[config.mk]
export PLATFORM = sky130hd
export DESIGN_NAME = sle_word_capture
export DESIGN_NICKNAME = d
export VERILOG_FILES = /design/src/rtl/sle_word_capture.sv
export SDC_FILE = /design/constraint.sdc
export NUM_CORES = 1
export LEC_CHECK = 0
export BUFFER_PORTS_ARGS = -buffer_cell sky130_fd_sc_hd__clkbuf_2
export CAP_MARGIN = 10
export CORE_UTILIZATION = 52
export DETAILED_ROUTE_END_ITERATION = 6
export HOLD_SLACK_MARGIN = 0.15
export PLACE_DENSITY = 0.85
export RECOVER_POWER = 25
export SETUP_SLACK_MARGIN = 0.2
export SLEW_MARGIN = 30
export SYNTH_ARGS = -nofsm -noshare
export SYNTH_HDL_FRONTEND = slang
export SYNTH_SLANG_ARGS = --single-unit
[constraint.sdc]
create_clock -name Clk -period 2.5 [get_ports Clk]
set_clock_uncertainty 0.15 [all_clocks]
set_input_delay 0.5 -clock Clk [delete_from_list [all_inputs] [get_ports Clk]]
set_output_delay 0.5 -clock Clk [all_outputs]
set_load 0.005 [all_outputs]
[src/rtl/sle_word_capture.sv]
// Serial-to-parallel capture of a qualified SLE bit stream into WIDTH-bit words.
// Define CAPTURE_PARITY_EN to add the registered even-parity output Word_par.
module sle_word_capture #(
  parameter int WIDTH     = 8,
  parameter bit MSB_FIRST = 1'b1
) (
  input  logic             Clk,
  input  logic             Rst,
  input  logic             Q_in,
  input  logic             Bit_vld,
  input  logic             Frame_start,
  input  logic             Word_rdy,
  output logic [WIDTH-1:0] Word_out,
  output logic             Word_vld,
  output logic             Busy,
`ifdef CAPTURE_PARITY_EN
  output logic             Word_par,
`endif
  output logic             Overflow
);

  localparam int CW = $clog2(WIDTH + 1);

  typedef enum logic {
    IDLE,
    COLLECT
  } state_t;

  state_t           state;
  state_t           state_nxt;
  logic [CW-1:0]    count;
  logic [CW-1:0]    count_base;
  logic [CW-1:0]    count_nxt;
  logic [WIDTH-1:0] shift;
  logic [WIDTH-1:0] shift_base;
  logic [WIDTH-1:0] shift_nxt;
  logic             word_done;
  logic             load;
  logic             drop;

  // Frame_start discards the partial word before the current bit is applied,
  // so a bit arriving with it becomes the first bit of the new word.
  always_comb begin
    count_base = Frame_start ? '0 : count;
    shift_base = Frame_start ? '0 : shift;
    count_nxt  = count_base;
    shift_nxt  = shift_base;
    word_done  = 1'b0;
    state_nxt  = state;

    if (Bit_vld) begin
      if (MSB_FIRST)
        shift_nxt = (shift_base << 1) | WIDTH'(Q_in);
      else
        shift_nxt = (shift_base >> 1) | (WIDTH'(Q_in) << (WIDTH - 1));

      if (count_base == CW'(WIDTH - 1)) begin
        word_done = 1'b1;
        count_nxt = '0;
      end else begin
        count_nxt = count_base + CW'(1);
      end
    end

    unique case (state)
      IDLE:    state_nxt = (Bit_vld && !word_done) ? COLLECT : IDLE;
      COLLECT: state_nxt = (word_done || (Frame_start && !Bit_vld)) ? IDLE : COLLECT;
    endcase
  end

  // A finished word may take the holding register only if it is empty or draining now.
  assign load = word_done && (!Word_vld || Word_rdy);
  assign drop = word_done && Word_vld && !Word_rdy;

  always_ff @(posedge Clk) begin
    if (Rst) begin
      state    <= IDLE;
      count    <= '0;
      shift    <= '0;
      Busy     <= 1'b0;
      Word_out <= '0;
      Word_vld <= 1'b0;
      Overflow <= 1'b0;
`ifdef CAPTURE_PARITY_EN
      Word_par <= 1'b0;
`endif
    end else begin
      state <= state_nxt;
      count <= count_nxt;
      shift <= shift_nxt;
      Busy  <= (state_nxt == COLLECT);

      if (load) begin
        Word_out <= shift_nxt;
        Word_vld <= 1'b1;
`ifdef CAPTURE_PARITY_EN
        Word_par <= ^shift_nxt;
`endif
      end else if (Word_vld && Word_rdy) begin
        Word_vld <= 1'b0;
      end

      if (drop)
        Overflow <= 1'b1;
    end
  end

endmodule

==> run_results.csv, run 1 <==
group,metric,value,unit
status,outcome,"completed",
finish,antennaDiodeCount,0,
timing,worstMarginPinSlew,866.3,ps
drt,routed-via-count,678,
placement,dp_hpwl,1.098,mm
cts,cts_hold_buffers,0,
cts,cts_tree,"built",
timing,rsz0062_at_grt,"no",
critical_path,end_kind,"register",
cts,worstSkewPairLatency,300,ps
timing,finalCritPeriodShare,82.86,%
drt,dr.first_iter.drc_count,8,
global_routing,grt_max_degree,23,
critical_path,critPathMaxFanout,16,
critical_path,worstPathRequired,2580,ps
drt,totalWireLength,1.498,mm
drt,drtAntennaViolNets,0,
die,io_pins,17,
timing,finalSetupViolations,0,
cts,cts.sinks,23,
pwr,leakagePower,0.4049,nW
timing,fin_tns_setup,0,ps
yosys,yosysSeqAreaShare,49.46,%
pwr,power,0.0005668,W
timing,hold_viol,0,
yosys,yosysWarnings,0,
die,dieArea,1963,µm²
global_routing,antenna_found_initial,0,
drt,via_per_inst,5.022,
placement,finalWeightedCongestion,0.7604,
drt,drtPass1Iterations,4,
job,max_cap_viol_count,0,
yosys,postSynthCellCount,97,
critical_path,critPathLaunchType,"input port",
global_routing,grt_first_pass_wirelength,2.642,mm
drt,wl_met3,49,µm
critical_path,worstSetupPathType,"input port to register",
drt,routedWlPerCell,11.10,µm
cts,cts_setup_buffers,0,
finish,final_common_cell,"dfxtp_1",
cts,clkTransAtPathRegs,120,ps
yosys,synth_cell_types,25,
timing,slew_violations,0,
cts,clockBufferDepth,2,
finish,drive_above_1_share,22.52,%
die,chipWidth,44.31,µm
yosys,ys_ff_latch,23,
die,die_y,44.31,µm
global_routing,grt_pass1_vias,646,
timing,slew_headroom,42.25,%
cts,post_cts_resized,0,
die,coreArea,1594,µm²
cts,cts_buffers,3,
hold_path,hold_class,"register to register",
pwr,power_density,551.1,nW/µm²
placement,io_buffer_count,16,
finish,areaGrowthSynthToFinish,10.48,%
finish,final_util,64.52,%
critical_path,worstPathArrival,2150,ps
die,rows,14,
yosys,synth_area_per_cell,9.597,µm²
pwr,vdd_drop_max,0.2729,mV
finish,layout_common_cells,"23 x dfxtp_1, 15 x clkbuf_2, 10 x nand2_1, 10 x a21oi_1",
drt,drc,0,
die,initial_core_util,58.40,%
cts,cts_root_buf,"clkbuf_4",
global_routing,grt.overflow.total,0,
yosys,synth.net_count,104,
drt,top_layer_used,"met4",
drt,wl_met2,662,µm
global_routing,grt.total_usage,18.24,%
drt,wl_met1,772,µm
timing,fmax,482.7,MHz
cts,htreeDepth,1,
finish,nets,119,
yosys,netlist_area,930.9,µm²
timing,fin_crit,2071,ps
## metal layers
metal | track usage, % | vias to the layer above
li1 | - | 363
met2 | 29.12 | 13
met4 | 7.273 | 0
met3 | 3.673 | 2
met1 | 24.11 | 300
met5 | 0 | -
## through the flow
| stage | cells | cell area, µm² | hold slack (ps) | worst slack (ps) |
|---|---|---|---|---|
| floorplan | 97 | 930.9 | 302.7 | 299.5 |
| global placement | 131 | 1002 | 293.8 | 466.9 |
| detailed placement | 131 | 1002 | 298.8 | 365.5 |
| CTS | 135 | 1030 | 315.6 | 615.9 |
| global route | 135 | 1028 | 332.5 | 326.6 |
| finish | 135 | 1028 | 314.8 | 428.5 |
## path summary, 6_finish.rpt
kind                               to  cells past startpoint  slack [ps]                     start
min reg2reg  Word_out[6]$_SDFFE_PP0P_                      2         310  Word_out[6]$_SDFFE_PP0P_
max reg2reg  Word_out[7]$_SDFFE_PP0P_                      6         630       count[0]$_SDFF_PP0_
max          Word_out[7]$_SDFFE_PP0P_                      5         430                   Bit_vld
min          Word_out[6]$_SDFFE_PP0P_                      2         310  Word_out[6]$_SDFFE_PP0P_
## cells in the mapped netlist, drive strengths merged
master,n,area [µm²]
dfxtp,23,460.4
a21oi,10,50.05
nand2,10,37.54
mux2i,8,80.08
nor2,8,37.54
nor3,8,40.04
or3,7,43.79
buf,4,35.03
clkbuf,3,11.26
nand2b,2,15.02
nand4,2,12.51
nor2b,2,12.51
xnor2,2,17.52
a22oi,1,7.510
and3,1,11.26
ha,1,12.51
inv,1,3.750
nand3,1,17.52
o21ba,1,10.01
or2,1,6.260
xor2,1,8.760
## power by group
| part | switching [W] | leakage, nW | internal (W) | total [W] |
|---|---|---|---|---|
| Clock | 0.000101 | 0.0177 | 0.0000595 | 0.000161 |
| Sequential | 0.00000179 | 0.186 | 0.000370 | 0.000372 |
| Combinational | 0.0000209 | 0.201 | 0.0000132 | 0.0000342 |
| Total | 0.000124 | 0.405 | 0.000443 | 0.000567 |
## sequential cells by signal, summed over array words and instances, names as in the netlist
signal    count
Overflow      1
count         4
shift         8
Word_vld      1
Word_out      8
state         1
## cells by family (layout without fill, tap and decap cells)
group	after synthesis	in the layout	share of synthesized area (%)
AND/OR/NAND/NOR	42	42	25.14
flip-flops	23	23	49.46
AO/OA/AOI/OAI	12	12	7.259
multiplexers	8	8	8.602
buffers and inverters	8	22	5.375
XOR/XNOR	3	3	2.823
adder cells (fa/ha/maj)	1	1	1.344
## critical path, stage by stage
cell	delay, ps
clkbuf_1	630
and3_4	350
nand3_4	150
or3_1	370
a21oi_1	140
## area by class of cell
cell class,count,area (µm²)
fillers,128,565.5
multi-input cells,66,420.4
well taps,24,30.03
clock buffers,3,22.52
inverters,1,3.754
clock inverters,1,5.005
flip-flops and latches,23,460.4
repair buffers,17,86.33
No activity file was read; power rests on OpenSTA's default activity.
==> run 2, diff against run 1 <==
Clock period 2.5 ns to 2.1 ns, I/O delays scaled along.
==> run_results.csv, run 2 (synthesis results as in run 1) <==
group,metric,value,unit
status,outcome,"completed",
die,initial_core_util,58.40,%
die,io_pins,17,
critical_path,critPathLaunchType,"register",
placement,dpl.cell_count,133,
global_routing,antenna_found_initial,0,
hold_path,holdPathStages,3,
drt,routedWlPerCell,11.97,µm
global_routing,grt.total_usage,18.71,%
die,dieArea,1963,µm²
timing,slew_violations,0,
drt,drtPass1Iterations,4,
die,coreArea,1594,µm²
drt,drtAntennaViolNets,0,
critical_path,worstReg2RegStart,"count[0]$_SDFF_PP0_",
pwr,comb_power_share,6.5,%
global_routing,grt_first_pass_wirelength,2.677,mm
pwr,leakagePower,0.4089,nW
cts,htreeDepth,1,
timing,slew_headroom,61.75,%
timing,fin_crit,1783,ps
critical_path,r2r_end,"Word_out[2]$_SDFFE_PP0P_",
finish,final_area,1054,µm²
die,rows,14,
cts,clkTransAtPathRegs,130,ps
finish,antennaDiodeCount,0,
cts,cts_buffers,3,
drt,routed-via-count,702,
timing,worstMarginPinSlew,573.8,ps
hold_path,min_from,"Q_in",
cts,cts_setup_buffers,0,
critical_path,critPathTopFamily,"simple AND/OR/NAND/NOR gates",
global_routing,grt_max_degree,23,
critical_path,worstSetupPathType,"register to register",
finish,final_common_cell,"dfxtp_1",
critical_path,cp_cell_sequence,"nor2b_1 > ha_2 > and3_4 > nand3_4 > or3_1 > a21oi_2",
drt,drc,0,
timing,finalSetupViolations,0,
critical_path,timing.critical_path.depth,6,
finish,reg_top3,"Word_out x8, shift x8, count x4",
cts,cts_tree,"built",
critical_path,reg2reg_depth,6,
critical_path,critPathMaxFanout,16,
critical_path,reg2reg_slack,320,ps
pwr,clockPowerShare,28.8,%
finish,nets,121,
drt,totalWireLength,1.640,mm
finish,drive_above_1_share,25.66,%
die,die_y,44.31,µm
pwr,pwr-share-seq,64.6,%
pwr,power_density,650.7,nW/µm²
timing,fin_tns_setup,0,ps
cts,cts_root_buf,"clkbuf_4",
critical_path,cp_slowest_cell,"or3_1",
critical_path,slowest_delay,360,ps
pwr,power_switching,0.0001562,W
pwr,internal_power,0.0005292,W
drt,via_per_inst,5.124,
drt,dr.first_iter.drc_count,20,
placement,finalWeightedCongestion,0.7889,
pwr,power.share.switching,22.79,%
placement,place_area,1027,µm²
job,max_cap_viol_count,0,
timing,hold_viol,0,
global_routing,grt.overflow.total,0,
critical_path,cp_num_buf_inv,0,
timing,fmax,560.8,MHz
timing,finalCritPeriodShare,84.91,%
finish,areaGrowthSynthToFinish,13.17,%
hold_path,hold_class,"input port to register",
timing,rsz0062_at_grt,"no",
pwr,power,0.0006855,W
die,chipWidth,44.31,µm
global_routing,grt_pass1_vias,616,
placement,io_buffer_count,16,
cts,worstSkewPairLatency,310,ps
cts,cts.sinks,23,
timing,hold-worst-slack,254.3,ps
critical_path,worstPathArrival,1870,ps
finish,stdcell_count,137,
pwr,vdd_drop_max,0.3749,mV
cts,clockBufferDepth,2,
critical_path,end_kind,"register",
critical_path,worstPathRequired,2190,ps
hold_path,min_to,"shift[0]$_SDFF_PP0_",
finish,layout_common_cells,"23 x dfxtp_1, 15 x clkbuf_2, 10 x nand2_1",
run 2: metrics by stage:
step / util (%) / setup slack (ps)
final: 66.09 / 316.8
after global routing: 66.09 / 170.7
after CTS: 66.17 / 299.5
after detailed placement: 64.44 / 49.54
after global placement: 64.44 / 121.8
after floorplan: - / 108.5
run 2: worst max-delay path by stage:
stage,start,slack [ps],end
5_1_grt,count[0]$_SDFF_PP0_,170,Word_out[2]$_SDFFE_PP0P_
4_1_cts,count[0]$_SDFF_PP0_,300,Word_out[2]$_SDFFE_PP0P_
3_5_place_dp,Frame_start,50,Word_out[2]$_SDFFE_PP0P_
3_3_place_gp,Frame_start,120,Word_out[7]$_SDFFE_PP0P_
6_report,count[0]$_SDFF_PP0_,320,Word_out[2]$_SDFFE_PP0P_
2_1_floorplan,Frame_start,110,Word_out[6]$_SDFFE_PP0P_
run 2: worst reg2reg max path, cell delays in order (launching register included):
cell and delay (ps):
dfxtp_1 350, nor2b_1 190, ha_2 220, and3_4 190, nand3_4 140, or3_1 360
a21oi_2 140
run 2: repair_timing:
| action | CTS | global route |
|---|---|---|
| hold buffers | 0 | 0 |
| endpoints found under the setup margin | 0 | 5 |
| resized for setup | 0 | 2 |
run 2: power by group through the flow:
stage | combinational, W | sequential, W | clock, W
2_1_floorplan | 0.0000367 | 0.000452 | 0
3_3_place_gp | 0.0000444 | 0.000453 | 0
3_5_place_dp | 0.0000449 | 0.000453 | 0
4_1_cts | 0.0000453 | 0.000443 | 0.000207
5_1_grt | 0.0000491 | 0.000444 | 0.000226
6_report | 0.0000449 | 0.000443 | 0.000198
run 2: final cells by class:
class                      instances  area (µm²)
sequential                        23       460.4
clock buffer                       3       22.52
multi-input combinational         66       434.2
fill                             121       540.5
timing repair buffer              19       97.59
inverter                           1       3.754
tap                               24       30.03
clock inverter                     1       5.005
run 2: layer usage:
metal  global-route usage (%)  wire [µm]  share of wire (%)  up-vias
li1                         -          -                  -      367
met1                    25.06        860                 52      316
met2                    28.82        714                 44       17
met3                    3.673         54                3.3        2
met4                    9.091         10               0.61        0
met5                        0          0                  0        -
